File: src/rtl/bsg_counter_pkg.sv
// Shared types for the dynamic-limit step counter family.
package bsg_counter_pkg;

  typedef enum logic {e_counter_wrap, e_counter_saturate} bsg_counter_mode_e;

  localparam bsg_counter_mode_e CounterModeDefault = e_counter_wrap;

endpackage

File: src/rtl/bsg_counter_limit_next.sv
// Combinational next-value / wrap-flag computation for one enabled counter update.
// All comparisons run at width_p+1 bits so an all-ones limit never truncates.
module bsg_counter_limit_next
  import bsg_counter_pkg::*;
#(
  parameter int unsigned width_p      = 16,
  parameter int unsigned step_width_p = 4
) (
  input  logic [width_p-1:0]      counter_i,
  input  logic [step_width_p-1:0] step_i,
  input  logic [width_p-1:0]      limit_i,
  input  bsg_counter_mode_e       mode_i,
  output logic [width_p-1:0]      next_o,
  output logic                    wrap_o
);

  logic [width_p:0] cnt_ext, lim_ext, sum, lim1, wrap_val;

  assign cnt_ext  = {1'b0, counter_i};
  assign lim_ext  = {1'b0, limit_i};
  assign sum      = cnt_ext + (width_p+1)'(step_i);
  assign lim1     = lim_ext + (width_p+1)'(1);
  assign wrap_val = sum - lim1;

  always_comb begin
    next_o = counter_i;
    wrap_o = 1'b0;
    if (step_i != '0) begin
      if (cnt_ext > lim_ext) begin
        wrap_o = 1'b1;
        next_o = (mode_i == e_counter_saturate) ? limit_i : '0;
      end else if (sum > lim_ext) begin
        wrap_o = 1'b1;
        if (mode_i == e_counter_saturate) begin
          next_o = limit_i;
        end else begin
          // A step larger than the whole range cannot land in range; restart at 0.
          next_o = (wrap_val <= lim_ext) ? wrap_val[width_p-1:0] : '0;
        end
      end else begin
        next_o = sum[width_p-1:0];
      end
    end
  end

endmodule

File: src/rtl/bsg_counter_dynamic_limit_step.sv
// Step counter with run-time inclusive limit, wrap/saturate mode, clear and wrap pulse.
// Optional saturating wrap-event counter when BSG_COUNTER_WRAP_COUNT_EN is defined.
module bsg_counter_dynamic_limit_step
  import bsg_counter_pkg::*;
#(
  parameter int unsigned       width_p      = 16,
  parameter int unsigned       step_width_p = 4,
  parameter bsg_counter_mode_e mode_p       = CounterModeDefault
`ifdef BSG_COUNTER_WRAP_COUNT_EN
  ,
  parameter int unsigned       wrap_count_width_p = 8
`endif
) (
  input  logic                    clk_i,
  input  logic                    reset_i,
  input  logic                    en_i,
  input  logic                    clear_i,
  input  logic [step_width_p-1:0] step_i,
  input  logic [width_p-1:0]      limit_i,
  output logic [width_p-1:0]      counter_o,
  output logic                    overflowed_o,
  output logic                    wrapped_o
`ifdef BSG_COUNTER_WRAP_COUNT_EN
  ,
  output logic [wrap_count_width_p-1:0] wrap_count_o
`endif
);

  logic [width_p-1:0] counter_d, counter_q, next_val;
  logic               wrapped_d, wrapped_q, next_wrap;

  bsg_counter_limit_next #(
    .width_p      (width_p),
    .step_width_p (step_width_p)
  ) u_next (
    .counter_i (counter_q),
    .step_i    (step_i),
    .limit_i   (limit_i),
    .mode_i    (mode_p),
    .next_o    (next_val),
    .wrap_o    (next_wrap)
  );

  always_comb begin
    counter_d = counter_q;
    wrapped_d = 1'b0;
    if (clear_i) begin
      counter_d = '0;
    end else if (en_i) begin
      counter_d = next_val;
      wrapped_d = next_wrap;
    end
  end

  always_ff @(posedge clk_i) begin
    if (reset_i) begin
      counter_q <= '0;
      wrapped_q <= 1'b0;
    end else begin
      counter_q <= counter_d;
      wrapped_q <= wrapped_d;
    end
  end

  assign counter_o    = counter_q;
  assign wrapped_o    = wrapped_q;
  assign overflowed_o = (counter_q >= limit_i);

`ifdef BSG_COUNTER_WRAP_COUNT_EN
  logic [wrap_count_width_p-1:0] wrap_count_d, wrap_count_q;

  always_comb begin
    wrap_count_d = wrap_count_q;
    if (clear_i) begin
      wrap_count_d = '0;
    end else if (wrapped_d && !(&wrap_count_q)) begin
      wrap_count_d = wrap_count_q + wrap_count_width_p'(1);
    end
  end

  always_ff @(posedge clk_i) begin
    if (reset_i) begin
      wrap_count_q <= '0;
    end else begin
      wrap_count_q <= wrap_count_d;
    end
  end

  assign wrap_count_o = wrap_count_q;
`endif

endmodule

File: config.mk
export PLATFORM = sky130hd
export DESIGN_NAME = bsg_counter_dynamic_limit_step
export DESIGN_NICKNAME = d
export VERILOG_FILES = /design/src/rtl/bsg_counter_pkg.sv /design/src/rtl/bsg_counter_limit_next.sv /design/src/rtl/bsg_counter_dynamic_limit_step.sv
export SDC_FILE = /design/constraint.sdc
export NUM_CORES = 1
export LEC_CHECK = 0
export BUFFER_PORTS_ARGS = -buffer_cell sky130_fd_sc_hd__clkbuf_2
export CORE_MARGIN = 2
export CORE_UTILIZATION = 50
export CTS_CLUSTER_SIZE = 40
export DETAILED_ROUTE_END_ITERATION = 12
export PLACE_DENSITY_LB_ADDON = 0.3
export SLEW_MARGIN = 20
export SYNTH_ARGS = -nofsm -noshare
export SYNTH_HDL_FRONTEND = slang
export SYNTH_SLANG_ARGS = --single-unit
File: constraint.sdc
create_clock -name clk_i -period 5.24 [get_ports clk_i]
set_input_delay 0.262 -clock clk_i [delete_from_list [all_inputs] [get_ports clk_i]]
set_output_delay 0.262 -clock clk_i [all_outputs]
set_load 0.05 [all_outputs]
* After elaboration in Yosys (flattened, before gate mapping)
Index checks and enable logic that the tools add are counted.
Cells by class: muxes and demuxes 5, $lt $le $gt $ge 4, bitwise gates (word level) 2, add/subtract/negate cells 3, reductions and logical operators 4
Operator list (count):
- $mux 16 | 3
- $add 16x1->17 const B | 1
- $add 16x4->17 | 1
- $gt 17x16->1 | 1
- $le 17x16->1 | 1
- $sub 17x17->17 | 1
- $ge 16x16->1 | 1
- $gt 16x16->1 | 1
- $reduce_bool 4->1 | 1
- $reduce_or 4->1 | 1
- $mux 1 | 2
- $not 1->1 | 2
- $reduce_and 2->1 | 1
- $reduce_or 2->1 | 1
Storage, ports and cells: bits in registers 17, logic and storage cells 20, output and inout bits 18

* Logic depth before layout (Yosys ltp)
word-level depth 6, mapped depth 25

* By module
A second synthesis with hierarchy kept.
Unflattened totals: cells, all modules 486, area, all modules 3567.2 µm²
By module, submodules not included:
- bsg_counter_limit_next | area each 2566.2 µm², sequential area each 0.0 µm², cells an instance 374, instances 1
- bsg_counter_dynamic_limit_step | area each 1001.0 µm², sequential area each 340.3 µm², cells an instance 112, instances 1

* Worst setup path before layout
No wires, ideal clock.
path kind flip-flop to flip-flop, start register counter_q[0] (netlist: counter_o[0]), end register counter_q[8] (netlist: counter_o[8]), setup slack 0.198 ns, arrival time 4.911 ns, path buffers 1, setup time 0.131 ns, cell stages (with the launch flop) 23, cells stage by stage dfxtp_1 > ha_1 > inv_1 > fa_1 > nor2b_1 > o21ai_0 > nand2b_1 > and3_1 > xor2_1 > ha_1 > and4_1 > a211oi_2 > a2111oi_0 > a311o_1 > ha_1 > and4_1 > nand4_1 > a31o_2 > a31oi_1 > and3b_1 > buf_6 > o21ai_4 > o32ai_1
On the way: word-level cells in the longest chain between the ends 6, elaborated cells on any way between the ends 8
Ends and longest elaborated chain:
- start: declaration | line bsg_counter_dynamic_limit_step.sv:29 | logic [width_p-1:0] counter_d, counter_q, next_val;
- start signal: assignment | line bsg_counter_dynamic_limit_step.sv:60 | counter_q <= counter_d;
- $add 16x4->17 | line bsg_counter_limit_next.sv:21 | assign sum = cnt_ext + (width_p+1)'(step_i);
- $sub 17x17->17 | line bsg_counter_limit_next.sv:23 | assign wrap_val = sum - lim1;
- $le 17x16->1 | line bsg_counter_limit_next.sv:38 | next_o = (wrap_val <= lim_ext) ? wrap_val[width_p-1:0] : '0;
- $mux 16 | line bsg_counter_limit_next.sv:38
- $mux 16 | line bsg_counter_limit_next.sv:32 | end else if (sum > lim_ext) begin
- $mux 16 * | line bsg_counter_limit_next.sv:29 | if (cnt_ext > lim_ext) begin
Mark *: on every way between the ends. The rest lies on a longest branch, timed or not. A chain may end at the register's enable or synchronous reset.

* Worst setup path after layout
start register counter_q[1] (netlist: counter_o[1]), end register counter_q[5] (netlist: counter_o[5])
Same word-level chain as after synthesis.

==> flow_summary.yaml <==
layout:
  diodes: 0
  nets: 497
  syn2layout_area_growth_pct: 15.4
  register_area_um2: 342
  multi_input_area_um2: 2510
  finalInstanceArea_um2: 3450
  drive_gt1_share_pct: 21.5
  layout_commonest_cell: "ha_1"
  fill_cells: 563
  fin_cells: 493
  layout_common_cells: "ha_1, inv_1, clkbuf_2"
timing:
  setup_viol: 0
  post-route-min-period_ns: 5.02
  hold_viol: 0
  relSlewSlack_pct: 47.2
  finalMaxSlewViolations: 0
  fin_crit_sh_pct: 95.8
  setup_ws_ns: 0.219
  fmax_mhz: 199
  skew_ns: 0.00610
  tightest_slew_ns: 0.789
setup_path:
  required_ns: 5.44
  worst-path-max-fanout: 7
  crit_type: "register to register"
  worstSetupEndpointType: "register"
  worst-endpoint-arrival_ns: 5.22
  worstSetupStartpointType: "register"
routing:
  wl_per_cell_um: 18.9
  routed_via_density: 6.36
  drc: 0
  postRouteWirelength_um: 9320
  dr.pass1.iters: 7
  drt_iter0_markers: 199
  num_vias: 3135
  ant_nets: 0
clock_tree:
  clk_pin_slew_worst_paths_ns: 0.07
  clk-insertion-delay-late_ns: 0.27
  cts_tree: "built"
  cts_made_buffers: 3
  htree_levels: 1
  cts.sinks: 17
  ctsLongestPathBuffers: 2
  root_buffer: "clkbuf_8"
pwr:
  p_leak_nw: 1.58
  p_sw_mw: 0.241
  power.density_nw_per_um2: 158
  power_frac_comb_pct: 53.6
  total_power_mw: 0.546
  power_frac_clock_pct: 20.2
  swShare_pct: 44.1
  power_frac_seq_pct: 26.3
  peakVddDrop_mv: 0.157
  p_int_mw: 0.305
logic_synthesis:
  synth_top_cell_by_area: "ha_1"
  synth_area_leaders: "ha_1, dfxtp_1, inv_1"
  synth_top_family_by_area: "compound AO/OA/AOI/OAI gates"
  yosysUniqueCellTypes: 68
  yosys.area_share.simple_pct: 17.9
  async_reset_ff_share_pct: 0
  syn_area_per_cell_um2: 8.07
  synth_seq_cells: 17
  synth_area_um2: 2990
  synth_flop_cell: "dfxtp_1"
  synth-edff-count: 0
  syn_nets: 448
  synth_compound_area_share_pct: 32.2
  postSynthCellCount: 370
  synth-xor-area-share_pct: 8.21
  ys_warn_count: 0
  synth.top_cell.area_share_pct: 21.8
  synth-adder-area-share_pct: 23.1
  ys_seq_area_share_pct: 11.4
  synthMuxAreaShare_pct: 0
grt:
  grt.overflow.total: 0
  grt_pass1_vias: 2959
  grt_max_degree: 20
  grt_use_total_pct: 28.8
  grt_pass1_wl_um: 14400
  antenna_found_initial: 0
placement:
  io_buffers: 41
  dpl-instance-area_um2: 3260
  post-dp-hpwl_um: 7210
  dp_cells: 481
  place.gp.congestion: 0.927
  place_ws_ns: -0.114
floorplan:
  ioPinCount: 42
  core-area_um2: 5850
  dieHeight_um: 81.3
  start_util_pct: 51.0
  die_area_um2: 6610
  num_rows: 28
  fp.dieW_um: 81.3
outcome:
  status: "complete, no violations"
run:
  drv_cap: 0
hold_path:
  hp-class: "primary input to register"
## flip-flops by register name, indices dropped and copies added (netlist names)
| signal | flops |
|---|---|
| counter_o | 16 |
| wrapped_o | 1 |
## final timing paths
| path | startpoint | to | slack, ns | cells after the start |
|---|---|---|---|---|
| min reg2reg | counter_o[0] | counter_o[0] | 0.55 | 2 |
| max reg2reg | counter_o[1] | counter_o[5] | 0.22 | 22 |
| min | reset_i | counter_o[4] | 0.37 | 4 |
| max | counter_o[1] | counter_o[5] | 0.22 | 22 |
## critical path, cell delays in order (launching register included)
cell	delay, ns
dfxtp_1	0.44
ha_1	0.28
a21o_1	0.17
a21oi_2	0.19
o21ai_0	0.17
buf_4	0.20
xnor2_1	0.18
ha_1	0.34
and4_1	0.27
a211oi_4	0.33
buf_4	0.18
a21oi_1	0.08
nor2b_1	0.15
xor2_1	0.23
inv_1	0.08
ha_1	0.20
or4_1	0.52
a21oi_2	0.13
a31oi_2	0.10
and3b_2	0.29
buf_4	0.15
o2111ai_1	0.15
o21ai_1	0.11
## cell type report
cell class | instances | area share, %
Timing Repair Buffer | 54 | 8.79
Sequential cell | 17 | 9.91
Inverter | 41 | 4.47
Multi-Input combinational cell | 302 | 72.8
Tap cell | 75 | 2.72
Clock buffer | 4 | 1.31
## power groups by stage
stage	combinational, mW	sequential [mW]	clock [mW]
after floorplan	0.190	0.161	0
after global placement	0.265	0.146	0
after detailed placement	0.270	0.146	0
after CTS	0.277	0.143	0.107
after global routing	0.324	0.144	0.115
final	0.292	0.143	0.110
## cell families after synthesis
| logic type | after synthesis |
|---|---|
| AO/OA/AOI/OAI | 126 |
| AND/OR/NAND/NOR | 94 |
| adder cells (fa/ha/maj) | 54 |
| buffers and inverters | 51 |
| XOR/XNOR | 28 |
| flip-flops | 17 |
## metal layers
| layer | track usage (%) | share of wire (%) | vias up |
|---|---|---|---|
| met5 | 0 | 0 | - |
| met4 | 14.1 | 4.8 | 0 |
| met3 | 4.78 | 6.6 | 37 |
| met2 | 48.8 | 47 | 136 |
| met1 | 35.1 | 42 | 1453 |
| li1 | - | - | 1509 |
## what timing repair did
item | 4_1_cts | 5_1_grt
hold buffers | 0 | 0
gates resized for setup | 2 | 16
pin swaps | 3 | 7
setup buffers | 3 | 5
setup endpoints to repair | 10 | 15
## Yosys cell counts (6+ instances only)
cell type and n:
a21oi_1 30, xor2_1 12, and3_1 6, o21ai_0 13, inv_1 41, nand2_1 19
nand4_1 11, nor2_1 10, ha_1 52, a21o_1 7, o211ai_1 7, a31oi_1 8
xnor2_1 16, dfxtp_1 17, nand3_1 13, a32oi_1 12
## stage by stage
stage	setup TNS [ns]	hold slack, ns	utilization (%)
detailed placement	-0.809	0.570	55.8
finish	0	0.370	58.9
CTS	0	0.356	57.1
global route	-0.109	0.362	58.9
floorplan	0	0.474	-
global placement	-0.0923	0.552	55.8
Power figures use the tool's default switching activity.
